===== config.mk =====
export PLATFORM = sky130hd
export DESIGN_NAME = rcu_clk_seq
export DESIGN_NICKNAME = d
export VERILOG_FILES = /design/src/rtl/rcu_clk_seq_pkg.sv /design/src/rtl/rcu_lock_sync.sv /design/src/rtl/rcu_clk_seq.sv
export SDC_FILE = /design/constraint.sdc
export NUM_CORES = 1
export LEC_CHECK = 0
export BUFFER_PORTS_ARGS = -buffer_cell sky130_fd_sc_hd__buf_2
export CAP_MARGIN = 20
export CORE_MARGIN = 1
export CORE_UTILIZATION = 40
export DETAILED_ROUTE_END_ITERATION = 12
export PLACE_DENSITY = 0.56
export SLEW_MARGIN = 20
export SYNTH_ARGS = -nofsm -noshare
export SYNTH_HDL_FRONTEND = slang
export SYNTH_HIERARCHICAL = 1
export SYNTH_SLANG_ARGS = --single-unit

===== constraint.sdc =====
create_clock -name clk_i -period 5.7 [get_ports clk_i]
set_input_delay 0.855 -clock clk_i [delete_from_list [all_inputs] [get_ports clk_i]]
set_output_delay 0.855 -clock clk_i [all_outputs]
set_load 0.1 [all_outputs]

===== src/rtl/rcu_clk_seq_pkg.sv =====
// Shared definitions for the RCU clock/reset bring-up sequencer:
// FSM state encoding, clock-select encoding and a small width helper.
package rcu_clk_seq_pkg;

    typedef enum logic [2:0] {
        ST_IDLE,
        ST_WAIT_LOCK,
        ST_SETTLE,
        ST_SWITCH,
        ST_REL,
        ST_RUN,
        ST_DOWN
    } rcu_state_e;

    localparam logic SEL_BYPASS = 1'b0;
    localparam logic SEL_PLL    = 1'b1;

    function automatic int max_int(input int a, input int b);
        return (a > b) ? a : b;
    endfunction

endpackage


===== src/rtl/rcu_lock_sync.sv =====
// Two-flop synchronizer for the asynchronous PLL lock indication.
// Resets to 0 so a freshly reset sequencer never sees a stale lock.
module rcu_lock_sync (
    input  logic clk_i,
    input  logic rst_n_i,
    input  logic d_i,
    output logic q_o
);

    logic meta_q;

    always_ff @(posedge clk_i or negedge rst_n_i) begin
        if (!rst_n_i) begin
            meta_q <= 1'b0;
            q_o    <= 1'b0;
        end else begin
            meta_q <= d_i;
            q_o    <= meta_q;
        end
    end

endmodule


===== src/rtl/rcu_clk_seq.sv =====
// Clock/reset bring-up sequencer: enables the PLL, waits for a settled lock,
// swaps the core clock mux under full reset, then releases domain resets in order.
module rcu_clk_seq
    import rcu_clk_seq_pkg::*;
#(
    parameter int RST_NUM       = 4,
    parameter int LOCK_TO_WIDTH = 16,
    parameter int SETTLE_CYC    = 16,
    parameter int RST_GAP       = 4
) (
    input  logic                     clk_i,
    input  logic                     rst_n_i,
    input  logic                     req_i,
    input  logic                     pll_lock_i,
    input  logic [LOCK_TO_WIDTH-1:0] lock_to_i,
    output logic                     pll_en_o,
    output logic                     clk_sel_o,
    output logic [RST_NUM-1:0]       rst_n_o,
    output logic                     busy_o,
    output logic                     done_o,
    output logic                     err_o
);

    // The timer must also cover the full release ramp, not just lock/settle counts.
    localparam int TMR_W = max_int(max_int(LOCK_TO_WIDTH, $clog2(SETTLE_CYC) + 1),
                                   $clog2(RST_NUM * RST_GAP + 1));

    localparam logic [TMR_W-1:0] SETTLE_LAST = TMR_W'(SETTLE_CYC - 1);
    localparam logic [TMR_W-1:0] GAP_LAST    = TMR_W'(RST_GAP - 1);
    localparam logic [TMR_W-1:0] REL_END     = TMR_W'(RST_NUM * RST_GAP);

    rcu_state_e              state_q;
    logic [TMR_W-1:0]        timer_q;
    logic                    lock_s;
    logic [LOCK_TO_WIDTH-1:0] lock_to_last;
    logic                    go_down;
    logic                    fault;

    rcu_lock_sync u_lock_sync (
        .clk_i   (clk_i),
        .rst_n_i (rst_n_i),
        .d_i     (pll_lock_i),
        .q_o     (lock_s)
    );

    // A zero timeout wraps to all-ones, giving the full 2^LOCK_TO_WIDTH window.
    assign lock_to_last = lock_to_i - LOCK_TO_WIDTH'(1);

    // Fallback decisions shared by every state that may abandon the PLL path.
    always_comb begin
        go_down = 1'b0;
        fault   = 1'b0;
        unique case (state_q)
            ST_WAIT_LOCK: begin
                if (!req_i) begin
                    go_down = 1'b1;
                end else if (!lock_s && (timer_q == TMR_W'(lock_to_last))) begin
                    go_down = 1'b1;
                    fault   = 1'b1;
                end
            end
            ST_SETTLE: begin
                if (!req_i) go_down = 1'b1;
            end
            ST_REL, ST_RUN: begin
                if ((state_q == ST_RUN) || (clk_sel_o == SEL_PLL)) begin
                    if (!lock_s) begin
                        go_down = 1'b1;
                        fault   = 1'b1;
                    end else if (!req_i) begin
                        go_down = 1'b1;
                    end
                end
            end
            default: begin
                go_down = 1'b0;
                fault   = 1'b0;
            end
        endcase
    end

    always_ff @(posedge clk_i or negedge rst_n_i) begin
        if (!rst_n_i) begin
            state_q   <= ST_REL;
            timer_q   <= '0;
            pll_en_o  <= 1'b0;
            clk_sel_o <= SEL_BYPASS;
            rst_n_o   <= '0;
            busy_o    <= 1'b1;
            done_o    <= 1'b0;
            err_o     <= 1'b0;
        end else begin
            timer_q <= timer_q + TMR_W'(1);
            if (go_down) begin
                // Mux returns to bypass in the same edge that asserts every reset.
                state_q   <= ST_DOWN;
                timer_q   <= '0;
                pll_en_o  <= 1'b0;
                clk_sel_o <= SEL_BYPASS;
                rst_n_o   <= '0;
                busy_o    <= 1'b1;
                done_o    <= 1'b0;
                if (fault) err_o <= 1'b1;
            end else begin
                unique case (state_q)
                    ST_IDLE: begin
                        if (req_i && !err_o) begin
                            state_q  <= ST_WAIT_LOCK;
                            timer_q  <= '0;
                            pll_en_o <= 1'b1;
                            rst_n_o  <= '0;
                            busy_o   <= 1'b1;
                        end else if (!req_i) begin
                            err_o <= 1'b0;
                        end
                    end
                    ST_WAIT_LOCK: begin
                        if (lock_s) begin
                            state_q <= ST_SETTLE;
                            timer_q <= '0;
                        end
                    end
                    ST_SETTLE: begin
                        if (!lock_s) begin
                            state_q <= ST_WAIT_LOCK;
                            timer_q <= '0;
                        end else if (timer_q == SETTLE_LAST) begin
                            state_q   <= ST_SWITCH;
                            timer_q   <= '0;
                            clk_sel_o <= SEL_PLL;
                        end
                    end
                    ST_SWITCH: begin
                        if (timer_q == GAP_LAST) begin
                            state_q <= ST_REL;
                            timer_q <= '0;
                        end
                    end
                    ST_REL: begin
                        for (int k = 0; k < RST_NUM; k++) begin
                            if (timer_q == TMR_W'((k + 1) * RST_GAP - 1)) rst_n_o[k] <= 1'b1;
                        end
                        if (timer_q == REL_END) begin
                            state_q <= (clk_sel_o == SEL_PLL) ? ST_RUN : ST_IDLE;
                            timer_q <= '0;
                            busy_o  <= 1'b0;
                            done_o  <= (clk_sel_o == SEL_PLL);
                        end
                    end
                    ST_RUN: begin
                        timer_q <= '0;
                    end
                    ST_DOWN: begin
                        if (timer_q == SETTLE_LAST) begin
                            state_q <= ST_REL;
                            timer_q <= '0;
                        end
                    end
                    default: begin
                        state_q <= ST_REL;
                        timer_q <= '0;
                    end
                endcase
            end
        end
    end

endmodule


== Word-level counts from Yosys, hierarchy flattened ==
Cells that the tools add are included.
Cells by class
  $add $sub $neg: 2
  eq/ne operators: 26
  mux-type cells: 52
  reductions and logical operators: 25
Operators with widths (number)
  $mux 16: 7
  $pmux 16 s6: 1
  $eq 16x4->1 const B: 2
  $mux 1: 28
  $mux 3: 9
  $ne 3x3->1 const B: 8
  $pmux 3 s7: 1
  $reduce_and 3->1: 6
  $add 16x1->16 const B: 1
  $eq 16x16->1: 1
  $eq 16x2->1 const B: 1
  $eq 16x3->1 const B: 1
  $eq 16x5->1 const B: 1
  $sub 16x1->16 const B: 1
  $reduce_bool 2->1: 7
  $eq 3x3->1 const B: 3
  $mux 4: 2
  $pmux 4 s2: 1
  $reduce_and 7->1: 1
  $eq 3x2->1 const B: 2
  $ne 2x1->1 const B: 2
  $ne 2x2->1 const B: 2
  $ne 4x4->1 const B: 1
  $pmux 1 s2: 2
  other kinds (11): 14
Storage, ports and cells
  register bits after elaboration: 30
  input port bits: 20
  output and inout port bits: 9

== Depth between registers and ports, before layout ==
Gate-level depths: netlist of the first run.
  depth after elaboration: 8
  depth in mapped cells: 9

== By module ==
Netlist of the first run, hierarchy kept.
Modules (own cells, without submodules)
  rcu_clk_seq: times used 1, cells each 260, area each 2284.7 µm²
  rcu_lock_sync: times used 1, cells each 2, area each 50.0 µm²

== Least setup slack after synthesis of the first run ==
Ideal clock, no wire load.
  path type: input to register
  start: input lock_to_i[0]
  end: register timer_q[15]
  setup time: 0.159 ns
  arrival: 2.932 ns
  slack: 2.608 ns
  stages on the path: 9
  buffers on the path: 1
  path through: inv_1 > ha_1 > nor3b_2 > a21oi_1 > or3_1 > or4_4 > nor4_4 > buf_6 > nor4_1
On the way
  word-level cells in the longest chain between the ends: 7
RTL lines
  from (decl): RTL line rcu_clk_seq.sv:15  | input logic [LOCK_TO_WIDTH-1:0] lock_to_i,
  $sub 16x1->16: RTL line rcu_clk_seq.sv:47  | assign lock_to_last = lock_to_i - LOCK_TO_WIDTH'(1);
  $eq 16x16->1: RTL line rcu_clk_seq.sv:57  | end else if (!lock_s && (timer_q == TMR_W'(lock_to_last))) begin
  $logic_and 1x1->1: RTL line rcu_clk_seq.sv:57
  $mux 1: RTL line rcu_clk_seq.sv:57
  $mux 1: RTL line rcu_clk_seq.sv:55  | if (!req_i) begin
  $pmux 1 s3: RTL line rcu_clk_seq.sv:53  | unique case (state_q)
  $mux 16: RTL line rcu_clk_seq.sv:94  | if (go_down) begin
  to (signal assigned): RTL line rcu_clk_seq.sv:93  | timer_q <= timer_q + TMR_W'(1);
  to (decl): RTL line rcu_clk_seq.sv:33  | logic [TMR_W-1:0] timer_q;
No other way between the ends.
A chain may end at the register's enable or synchronous reset.

== Worst setup path in the final report of the first run ==
  start: input lock_to_i[0]
  end: register state_q[1]
On the way
  word-level cells in the longest chain between the ends: 8
RTL lines
  $sub 16x1->16 *: RTL line rcu_clk_seq.sv:47
  $eq 16x16->1 *: RTL line rcu_clk_seq.sv:57
  $logic_and 1x1->1 *: RTL line rcu_clk_seq.sv:57
  $mux 1 *: RTL line rcu_clk_seq.sv:57
  $mux 1 *: RTL line rcu_clk_seq.sv:55
  $pmux 1 s3 *: RTL line rcu_clk_seq.sv:53
  $ne 4x4->1 (no source line) (tied with other cells)
  $reduce_and 7->1 (no source line)
  to (signal assigned): RTL line rcu_clk_seq.sv:144  | state_q <= (clk_sel_o == SEL_PLL) ? ST_RUN : ST_IDLE;
  to (decl): RTL line rcu_clk_seq.sv:32  | rcu_state_e state_q;
Mark *: on every way between the ends. The rest lies on a longest branch, timed or not.

==> qor.csv, run 1 <==
stage,metric,value,unit
power_and_ir_drop,p_switching,0.423,mW
clocking,cts_tree,yes,
power_and_ir_drop,p_per_area,352,nW/um^2
placed_design,portBuffers,28,
route,wl_per_cell,16.4,um
floorplan,die_height,78.4,um
power_and_ir_drop,cellLeakagePower,1.03,nW
clocking,cts-root-buf,clkbuf_8,
yosys,ys.flop_type,dfrtp_1,
global_route,grt_first_pass_wirelength,9620,um
route,num_vias,2099,
yosys,yosysWarningCount,6,
worst_setup_path,reg2regPathDepth,7,
yosys,syn_area,2330,sq um
outcome,status,finished clean,
worst_setup_path,critPathMaxFanout,26,
hold_path,min_to,u_lock_sync/q_o$_DFF_PN0_,
floorplan,die_x,78.4,um
worst_setup_path,start_kind,primary input,
floorplan,start_util,41.9,%
worst_setup_path,cp.arrival,3500,ps
floorplan,coreArea,5570,sq um
worst_setup_path,r2r_slack,2900,ps
power_and_ir_drop,clockPowerShare,22.1,%
worst_setup_path,slowest_stage,or4_2,
clocking,clk_pin_slew,80,ps
power_and_ir_drop,vdd_drop_max,215,uV
sta,worst_slew_pin_slew,657,ps
hold_path,min_path_type,reg -> reg,
placed_design,place_hpwl,4290,um
worst_setup_path,worstPathRequired,5850,ps
sta,fin_crit_sh,58.9,%
yosys,ys_types,57,
worst_setup_path,regToRegEndpoint,done_o$_DFFE_PN0P_,
global_route,grt_pass1_vias,1914,
yosys,synth_edf_count,0,
final_layout,drive_gt1_share,19.6,%
worst_setup_path,max_stage_delay,620,ps
yosys,synth_top_cell_by_area,dfrtp_1,
power_and_ir_drop,seqPwrFrac,33.2,%
worst_setup_path,crit_type,in -> reg,
route,antenna_left,0,
yosys,ys_async_sr_fraction,100,%
global_route,gr-total-overflow,0,
clocking,numCtsBuffers,5,
sta,max-slew-margin-rel,56.2,%
yosys,yosysSeqAreaShare,32.3,%
route,drc_errors,0,
power_and_ir_drop,p_int,0.498,mW
placed_design,gp_congestion,0.928,
yosys,ys_ff_latch,30,
final_layout,antenna_cells,0,
sta,setup_viol,0,
yosys,synthCells,262,
final_layout,area_growth,12.1,%
run,cap_violations,0,
final_layout,post-route-util,47.0,%
hold_path,hold_path_startpoint,u_lock_sync/meta_q$_DFF_PN0_,
final_layout,stdcell_count,357,
sta,drv_slew,0,
sta,finClkSkew,10.8,ps
sta,finalHoldViolCount,0,
yosys,syn_avg_cell_area,8.91,sq um
placed_design,place_inst,349,
worst_setup_path,end_kind,flip-flop,
global_route,grt_usage,19.9,%
power_and_ir_drop,swShare,45.9,%
route,drt_pre_antenna_iters,4,
hold_path,worstHoldPathCells,0,
yosys,synthTopCellsByCount,"28 x dfrtp_1, 22 x nor4_1, 19 x xnor2_1, 16 x nor2_1",
clocking,clock_sinks,30,
sta,rsz0062_at_grt,no,
worst_setup_path,reg2reg_from,timer_q[11]$_DFF_PN0_,
route,drt-initial-drc-count,112,
worst_setup_path,critPathBufInv,3,
sta,final.setup.tns,0,ps
clocking,htreeDepth,2,
clocking,cts_hold_buf,0,
worst_setup_path,crit_chain,"buf_2, inv_1, ha_1, nor3b_2, nand3_1, a311oi_1, or4_4, nor4_4, buf_4, or4_2",
final_layout,nets,307,
global_route,grt_start_max_net_pins,31,
sta,fmax,298,MHz
yosys,syn_nets,285,
clocking,clock_latency,280,ps
clocking,cts.path.max_buffers,2,
floorplan,top_level_ports,29,
clocking,cts_resized,0,
yosys,synth_area_leaders,"dfrtp_1 30%, xnor2_1 7.1%, nor4_1 5.9%",
yosys,synth.most_common_cell,dfrtp_1,
route,drt-total-wl,5840,um
sta,period_minus_slack,3360,ps
worst_setup_path,critPathTopFamily,simple AND/OR/NAND/NOR gates,
route,via_per_inst,5.88,
floorplan,die-area,6150,sq um
power_and_ir_drop,combPwrFrac,44.6,%
clocking,post_cts_buffers,0,
global_route,antenna_found_initial,0,
floorplan,num_rows,27,
yosys,synth_top_area_share,30.0,%
-- cell families after synthesis --
| logic type | synth area share, % |
|---|---|
| AOI/OAI and AO/OA | 12.6 |
| xor gates and xnor gates | 13.5 |
| adders and majority gates | 1.61 |
| buffers and inverters | 6.16 |
| DFF | 32.3 |
| muxes | 1.29 |
| and+or+nand+nor | 32.6 |
-- power groups by stage --
stage | clock [mW] | combinational (mW) | sequential [mW]
final | 0.204 | 0.411 | 0.306
after global routing | 0.217 | 0.440 | 0.314
after CTS | 0.206 | 0.409 | 0.306
after detailed placement | 0 | 0.408 | 0.310
after global placement | 0 | 0.409 | 0.310
after floorplan | 0 | 0.243 | 0.372
-- layout make-up --
class                           count  area, sq um
Sequential cell                    30          753
Timing Repair Buffer               31          163
Inverter                           15         56.3
Multi-Input combinational cell    201         1450
Fill cell                         557         2960
Clock buffer                        8          110
Tap cell                           72         90.1
-- layer usage --
| metal | up-vias | share of wire, % | global-route usage [%] |
|---|---|---|---|
| met5 | - | 0 | 0 |
| met4 | 0 | 0.75 | 5.00 |
| met3 | 4 | 4.5 | 3.02 |
| met2 | 49 | 46 | 32.1 |
| met1 | 1013 | 49 | 27.9 |
| li1 | 1033 | - | - |
-- worst max path at each step --
stage / start / endpoint / slack (ps) / cells after the start
floorplan: lock_to_i[0] / timer_q[15]$_DFF_PN0_ / 2610 / 9
global placement: lock_to_i[0] / state_q[1]$_DFFE_PN0P_ / 2180 / 10
detailed placement: lock_to_i[0] / state_q[1]$_DFFE_PN0P_ / 2100 / 10
CTS: lock_to_i[0] / state_q[1]$_DFFE_PN0P_ / 2400 / 10
global route: lock_to_i[0] / state_q[1]$_DFFE_PN0P_ / 2170 / 10
finish: lock_to_i[0] / state_q[1]$_DFFE_PN0P_ / 2340 / 10
-- per-stage QoR --
stage               hold slack (ps)  area [sq um]  total power [mW]  worst slack [ps]
floorplan                       331          2330             0.615              2610
global route                    383          2620             0.972              2170
detailed placement              348          2510             0.717              2100
finish                          362          2620             0.921              2340
global placement                361          2510             0.719              2180
CTS                             364          2620             0.921              2400
-- flip-flops by register name (all words and copies together), names as in the netlist --
name                flops
rst_n_o                 4
u_lock_sync/meta_q      1
timer_q                16
state_q                 3
clk_sel_o               1
done_o                  1
pll_en_o                1
busy_o                  1
err_o                   1
u_lock_sync/q_o         1
-- placed cells by master (no fill, tap or decap), types with 3 or more instances in the layout --
cell type / count
xnor2_1: 19
inv_1: 15
a31oi_1: 3
nand4_1: 9
nor3_1: 13
ha_1: 3
xor2_1: 15
buf_2: 28
mux2i_1: 3
nor4_4: 3
dfrtp_1: 28
or3_1: 3
nor4_1: 22
or4_1: 6
buf_4: 3
a21oi_1: 10
nand2_1: 11
o31ai_1: 4
nand3_1: 10
o22ai_1: 4
nor2_1: 16
clkbuf_8: 8
and2_1: 3
o21ai_0: 3
Note: power is estimated with default switching activity, not from simulation.
==> run 2, diff against run 1 <==
ABC_AREA = 1   (was default)
clock period = 3.4 ns   (was 5.7 ns; I/O delays follow)
==> qor.csv, run 2 <==
stage,metric,value,unit,change
placed_design,gp_congestion,0.887,,-4.4%
sta,rsz0062_at_grt,no,,
final_layout,fillerInstances,612,,+9.9%
worst_setup_path,regToRegEndpoint,state_q[2]$_DFFE_PN1P_,,
yosys,syn_avg_cell_area,6.62,sq um,-26%
worst_setup_path,start_kind,primary input,,
clocking,clock_sinks,30,,unchanged
hold_path,min_path_type,in -> async,,
route,antenna_left,0,,unchanged
global_route,grt_pass1_vias,2149,,+12%
power_and_ir_drop,p_per_area,596,nW/um^2,+69%
final_layout,regArea,753,sq um,unchanged
yosys,syn_nets,380,,+33%
worst_setup_path,cp.arrival,2390,ps,-1110 ps
floorplan,die_x,78.9,um,+0.57%
clocking,numCtsBuffers,5,,unchanged
floorplan,top_level_ports,29,,unchanged
placed_design,place_inst,456,,+31%
power_and_ir_drop,cellLeakagePower,1.29,nW,+26%
route,drt_pre_antenna_iters,4,,unchanged
clocking,clk_pin_slew,70,ps,about the same
worst_setup_path,crit_type,in -> reg,,
sta,period_minus_slack,2250,ps,
route,drt-total-wl,5550,um,-5.0%
outcome,status,finished clean,,
route,drt-initial-drc-count,72,,-36%
final_layout,nets,414,,+35%
worst_setup_path,worstPathRequired,3550,ps,-2300 ps
sta,finalHoldViolCount,0,,unchanged
final_layout,top_regs,"timer_q (16), rst_n_o (4), state_q (3)",,
yosys,synthCells,357,,+36%
sta,final.setup.tns,0,ps,unchanged
yosys,ys_async_sr_fraction,100,%,unchanged
power_and_ir_drop,p_total,1.59,mW,+72%
clocking,cts_resized,0,,unchanged
yosys,synth_top_cell_by_area,dfrtp_1,,
worst_setup_path,end_kind,flip-flop,,
yosys,synthTopCellsByCount,"94 x nand2_1, 56 x inv_1, 43 x nor2_1, 28 x dfrtp_1, 22 x nand3_1",,
final_layout,top_register,timer_q,,
floorplan,num_rows,27,,unchanged
route,num_vias,2220,,+5.8%
yosys,synth_area_leaders,"dfrtp_1 30%, nand2_1 15%, inv_1 8.9%",,
worst_setup_path,r2r_slack,1250,ps,-1650 ps
global_route,grt_util_met1,25.2,%,-2.8 points
yosys,yosysSeqAreaShare,31.9,%,-0.38 points
yosys,ys.flop_type,dfrtp_1,,
sta,fin_crit_sh,66.0,%,
route,drc_errors,0,,unchanged
route,wl_per_cell,12.0,um,-27%
placed_design,portBuffers,28,,unchanged
clocking,cts_hold_buf,0,,unchanged
yosys,synth_edf_count,0,,unchanged
sta,finClkSkew,6.23,ps,-4.54 ps
final_layout,antenna_cells,0,,unchanged
global_route,grt_start_max_net_pins,31,,unchanged
route,via_per_inst,4.78,,-19%
worst_setup_path,reg2reg_from,timer_q[0]$_DFF_PN0_,,
yosys,yosysWarningCount,6,,unchanged
floorplan,start_util,42.1,%,+0.24 points
worst_setup_path,reg2regPathDepth,11,,+4
final_layout,area_growth,12.8,%,
clocking,cts.path.max_buffers,2,,unchanged
final_layout,stdcell_count,464,,+30%
global_route,grt_usage,19.7,%,-0.26 points
final_layout,final_common_cell,nand2_1,,
yosys,synth.most_common_cell,nand2_1,,
global_route,antenna_found_initial,0,,unchanged
floorplan,coreArea,5610,sq um,+0.61%
worst_setup_path,critPathMaxFanout,13,,-50%
global_route,gr-total-overflow,0,,unchanged
final_layout,multiInputGateArea,1350,sq um,-6.8%
placed_design,place_hpwl,4520,um,+5.3%
sta,fin_ws,1150,ps,-1190 ps
sta,drv_slew,0,,unchanged
sta,fmax,445,MHz,
clocking,cts-root-buf,clkbuf_8,,
sta,worst_slew_pin_slew,674,ps,+17.7 ps
yosys,ys_ff_latch,30,,unchanged
final_layout,post-route-util,47.5,%,+0.54 points
yosys,syn_area,2360,sq um,+1.2%
global_route,use_met3,2.18,%,-0.84 points
clocking,post_cts_buffers,0,,unchanged
final_layout,most-common-layout-cells,"94 x nand2_1, 56 x inv_1, 43 x nor2_1",,
floorplan,die_height,78.9,um,+0.57%
clocking,cts_tree,yes,,
yosys,ys_types,33,,-42%
final_layout,largest_reg_flops,16,,unchanged
sta,setup_viol,0,,unchanged
clocking,clock_latency,280,ps,about the same
final_layout,drive_gt1_share,19.1,%,-0.52 points
global_route,met2_usage,34.0,%,+1.9 points
sta,max-slew-margin-rel,55.0,%,-1.2 points
run,cap_violations,0,,unchanged
global_route,top_usage_layer,met2,,
placed_design,pre_cts_ws,848,ps,-1250 ps
floorplan,die-area,6220,sq um,+1.2%
yosys,synth_top_area_share,29.7,%,-0.35 points
clocking,htreeDepth,2,,unchanged
global_route,grt_first_pass_wirelength,9540,um,-0.86%
power_and_ir_drop,vdd_drop_max,621,uV,+190%
run 2: cell count changes after synthesis, sizes merged, moves of 18 or more:
cell | before | now
inv | 15 | 62
nand2 | 11 | 99
nor2 | 16 | 62
nor4 | 27 | 2
o21ai | 3 | 21
xnor2 | 20 | 1
run 2: worst max path at each step:
stage	endpoint	cells past startpoint	start
6_report	timer_q[0]$_DFF_PN0_	16	lock_to_i[0]
4_1_cts	timer_q[0]$_DFF_PN0_	16	lock_to_i[0]
3_5_place_dp	timer_q[0]$_DFF_PN0_	16	lock_to_i[0]
2_1_floorplan	timer_q[12]$_DFF_PN0_	16	lock_to_i[0]
3_3_place_gp	timer_q[0]$_DFF_PN0_	16	lock_to_i[0]
5_1_grt	timer_q[0]$_DFF_PN0_	16	lock_to_i[0]
run 2: kinds of logic after synthesis:
group,share of synthesized area (%)
AO/OA/AOI/OAI,9.22
XOR/XNOR,5.56
adder cells (fa/ha/maj),1.59
buffers and inverters,11.1
flip-flops,31.9
AND/OR/NAND/NOR,40.7
run 2: layer usage:
metal  wire length [um]  part of all wire, %
met5                  0                    0
met4                 67                  1.2
met3                179                  3.2
met2               2610                   47
met1               2690                   49
run 2: area by class of cell:
class	count	share of cell area, %
Clock buffer	7	3.24
Clock inverter	1	0.188
Inverter	63	9.07
Multi-Input combinational cell	263	50.6
Sequential cell	30	28.3
Tap cell	72	3.38
Timing Repair Buffer	28	5.26
run 2: power by group:
| part | switching, mW | internal (mW) |
|---|---|---|
| sequential | 0.0530 | 0.425 |
| clock | 0.130 | 0.163 |
| combinational | 0.616 | 0.199 |
| total | 0.799 | 0.788 |
run 2: worst max-delay path, stage by stage:
cell,delay (ps)
buf_2,110
inv_1,120
ha_1,230
nand3_2,160
nor2_4,170
nand2_1,60
nand2_1,60
nand2_1,50
nor2_1,80
nand2_1,60
nor2_2,100
nand3_2,150
nand2_4,160
inv_6,60
o21ai_4,200
nor2_1,100
run 2: through the flow:
step	cell area [sq um]	hold WS [ps]
2_1_floorplan	2360	214
3_3_place_gp	2570	333
3_5_place_dp	2570	340
4_1_cts	2660	287
5_1_grt	2660	320
6_report	2660	264
==> run 3, diff against run 2 <==
clock period = 2.1 ns   (was 3.4 ns; I/O delays follow)
==> qor.csv, run 3 (same netlist as run 2, synthesis figures left out) <==
stage,metric,value,unit,change
clocking,htreeDepth,2,,unchanged
floorplan,top_level_ports,29,,unchanged
placed_design,portBuffers,28,,unchanged
final_layout,nets,441,,+6.5%
floorplan,die_x,78.9,um,unchanged
route,drt-total-wl,5810,um,+4.7%
clocking,cts-root-buf,clkbuf_8,,
clocking,cts.path.max_buffers,2,,unchanged
worst_setup_path,critPathTopFamily,simple AND/OR/NAND/NOR gates,,
sta,drv_slew,0,,unchanged
global_route,grt_start_max_net_pins,31,,unchanged
final_layout,final_common_cell,nand2_1,,
worst_setup_path,crit_top_cell,nand2_1,,
floorplan,start_util,42.1,%,unchanged
global_route,gr-total-overflow,0,,unchanged
worst_setup_path,crit_type,reg -> reg,,
worst_setup_path,end_kind,flip-flop,,
worst_setup_path,reg2reg_from,timer_q[0]$_DFF_PN0_,,
worst_setup_path,worstPathRequired,2250,ps,-1300 ps
placed_design,gp_congestion,0.863,,-2.7%
global_route,antenna_found_initial,0,,unchanged
clocking,numCtsBuffers,5,,unchanged
clocking,cts_hold_buf,0,,unchanged
global_route,grt_usage,20.8,%,+1.2 points
clocking,clock_sinks,30,,unchanged
worst_setup_path,start_kind,flip-flop,,
worst_setup_path,cp.arrival,2120,ps,-270 ps
sta,fin_crit_sh,93.6,%,
sta,setup_viol,0,,unchanged
final_layout,largest_reg_flops,16,,unchanged
worst_setup_path,slowest_stage,o21ai_4,,
final_layout,area_growth,22.4,%,
route,num_vias,2361,,+6.4%
final_layout,top_regs,"timer_q (16), rst_n_o (4), state_q (3)",,
outcome,status,finished clean,,
worst_setup_path,critPathMaxFanout,13,,unchanged
placed_design,place_hpwl,4720,um,+4.5%
clocking,clock_latency,280,ps,about the same
final_layout,multiInputGateArea,1360,sq um,+0.93%
sta,finClkSkew,8.17,ps,+1.94 ps
hold_path,min_path_type,in -> async,,
worst_setup_path,crit_chain,"inv_1, ha_1, nand2_1, nor3_1, nand2_1, nand2_1, nand3_1, o21ai_4, nor2_1",,
route,drc_errors,0,,unchanged
final_layout,drive_gt1_share,25.1,%,+5.9 points
floorplan,num_rows,27,,unchanged
global_route,grt_pass1_vias,2299,,+7.0%
final_layout,stdcell_count,491,,+5.8%
final_layout,antenna_cells,0,,unchanged
sta,finalHoldViolCount,0,,unchanged
sta,fmax,509,MHz,
sta,final.setup.tns,0,ps,unchanged
sta,rsz0062_at_grt,yes,,
route,drt_pre_antenna_iters,4,,unchanged
placed_design,place_inst,479,,+5.0%
sta,whs,63.2,ps,-201 ps
global_route,grt_first_pass_wirelength,10100,um,+5.4%
worst_setup_path,max_stage_delay,460,ps,+230 ps
sta,worst_slew_pin_slew,661,ps,-13.4 ps
clocking,clk_pin_slew,70,ps,about the same
run,cap_violations,0,,unchanged
final_layout,most-common-layout-cells,"93 x nand2_1, 56 x inv_1, 42 x nor2_1",,
route,antenna_left,0,,unchanged
route,wl_per_cell,11.8,um,-1.1%
sta,max-slew-margin-rel,55.9,%,+0.89 points
power_and_ir_drop,p_per_area,953,nW/um^2,+60%
floorplan,die-area,6220,sq um,unchanged
floorplan,coreArea,5610,sq um,unchanged
final_layout,regArea,753,sq um,unchanged
worst_setup_path,crit_path_start,timer_q[0]$_DFF_PN0_,,
worst_setup_path,critPathBufInv,1,,-2
power_and_ir_drop,vdd_drop_max,857,uV,+38%
clocking,cts_tree,yes,,
final_layout,fillerInstances,599,,-2.1%
sta,period_minus_slack,1970,ps,
final_layout,top_register,timer_q,,
route,drt-initial-drc-count,68,,-5.6%
route,via_per_inst,4.81,,+0.50%
floorplan,die_height,78.9,um,unchanged
power_and_ir_drop,cellLeakagePower,1.43,nW,+11%
-- run 3: what timing repair did --
action                                  in CTS  in global routing
resized for setup                            0                  6
endpoints found under the setup margin       0                 14
setup buffers                                0                  4
-- run 3: final cells by class --
cell class / count / share of cell area [%]
clock buffer: 7 / 2.99
clock inverter: 1 / 0.173
inverter: 63 / 8.35
multi-input combinational: 263 / 47.0
sequential: 30 / 26.0
tap: 72 / 3.12
timing repair buffer: 55 / 12.3
-- run 3: metal layers --
metal	routed length, um	GRT usage [%]	up-vias
met5	0	0	-
met4	117	8.91	0
met3	198	3.56	12
met2	2750	35.3	49
met1	2740	26.0	1053
li1	-	-	1247
-- run 3: path summary, 6_finish.rpt --
kind / slack [ps] / to / depth (start not counted)
max: 130 / timer_q[13]$_DFF_PN0_ / 9
min: 60 / timer_q[6]$_DFF_PN0_ / 1
max reg2reg: 130 / timer_q[13]$_DFF_PN0_ / 9
min reg2reg: 350 / u_lock_sync/q_o$_DFF_PN0_ / 0
max in group asynchronous: 1610 / timer_q[10]$_DFF_PN0_ / 1
min in group clk_i: 140 / u_lock_sync/meta_q$_DFF_PN0_ / 1
-- run 3: power breakdown --
part	leakage [nW]	total, mW	switching (mW)	internal [mW]
combinational	0.982	1.52	1.06	0.463
sequential	0.399	0.755	0.0660	0.688
clock	0.0482	0.481	0.217	0.264
-- run 3: metrics by stage --
| step | utilization, % | instance area [sq um] | power, mW | setup WS, ps |
|---|---|---|---|---|
| final | 51.6 | 2890 | 2.76 | 135 |
| after global routing | 51.6 | 2890 | 2.96 | -21.5 |
| after CTS | 50.8 | 2850 | 2.77 | 92.8 |
| after detailed placement | 49.2 | 2760 | 2.27 | -35.1 |
| after global placement | 49.2 | 2760 | 2.26 | -1.58 |
| after floorplan | - | 2360 | 1.91 | 33.0 |
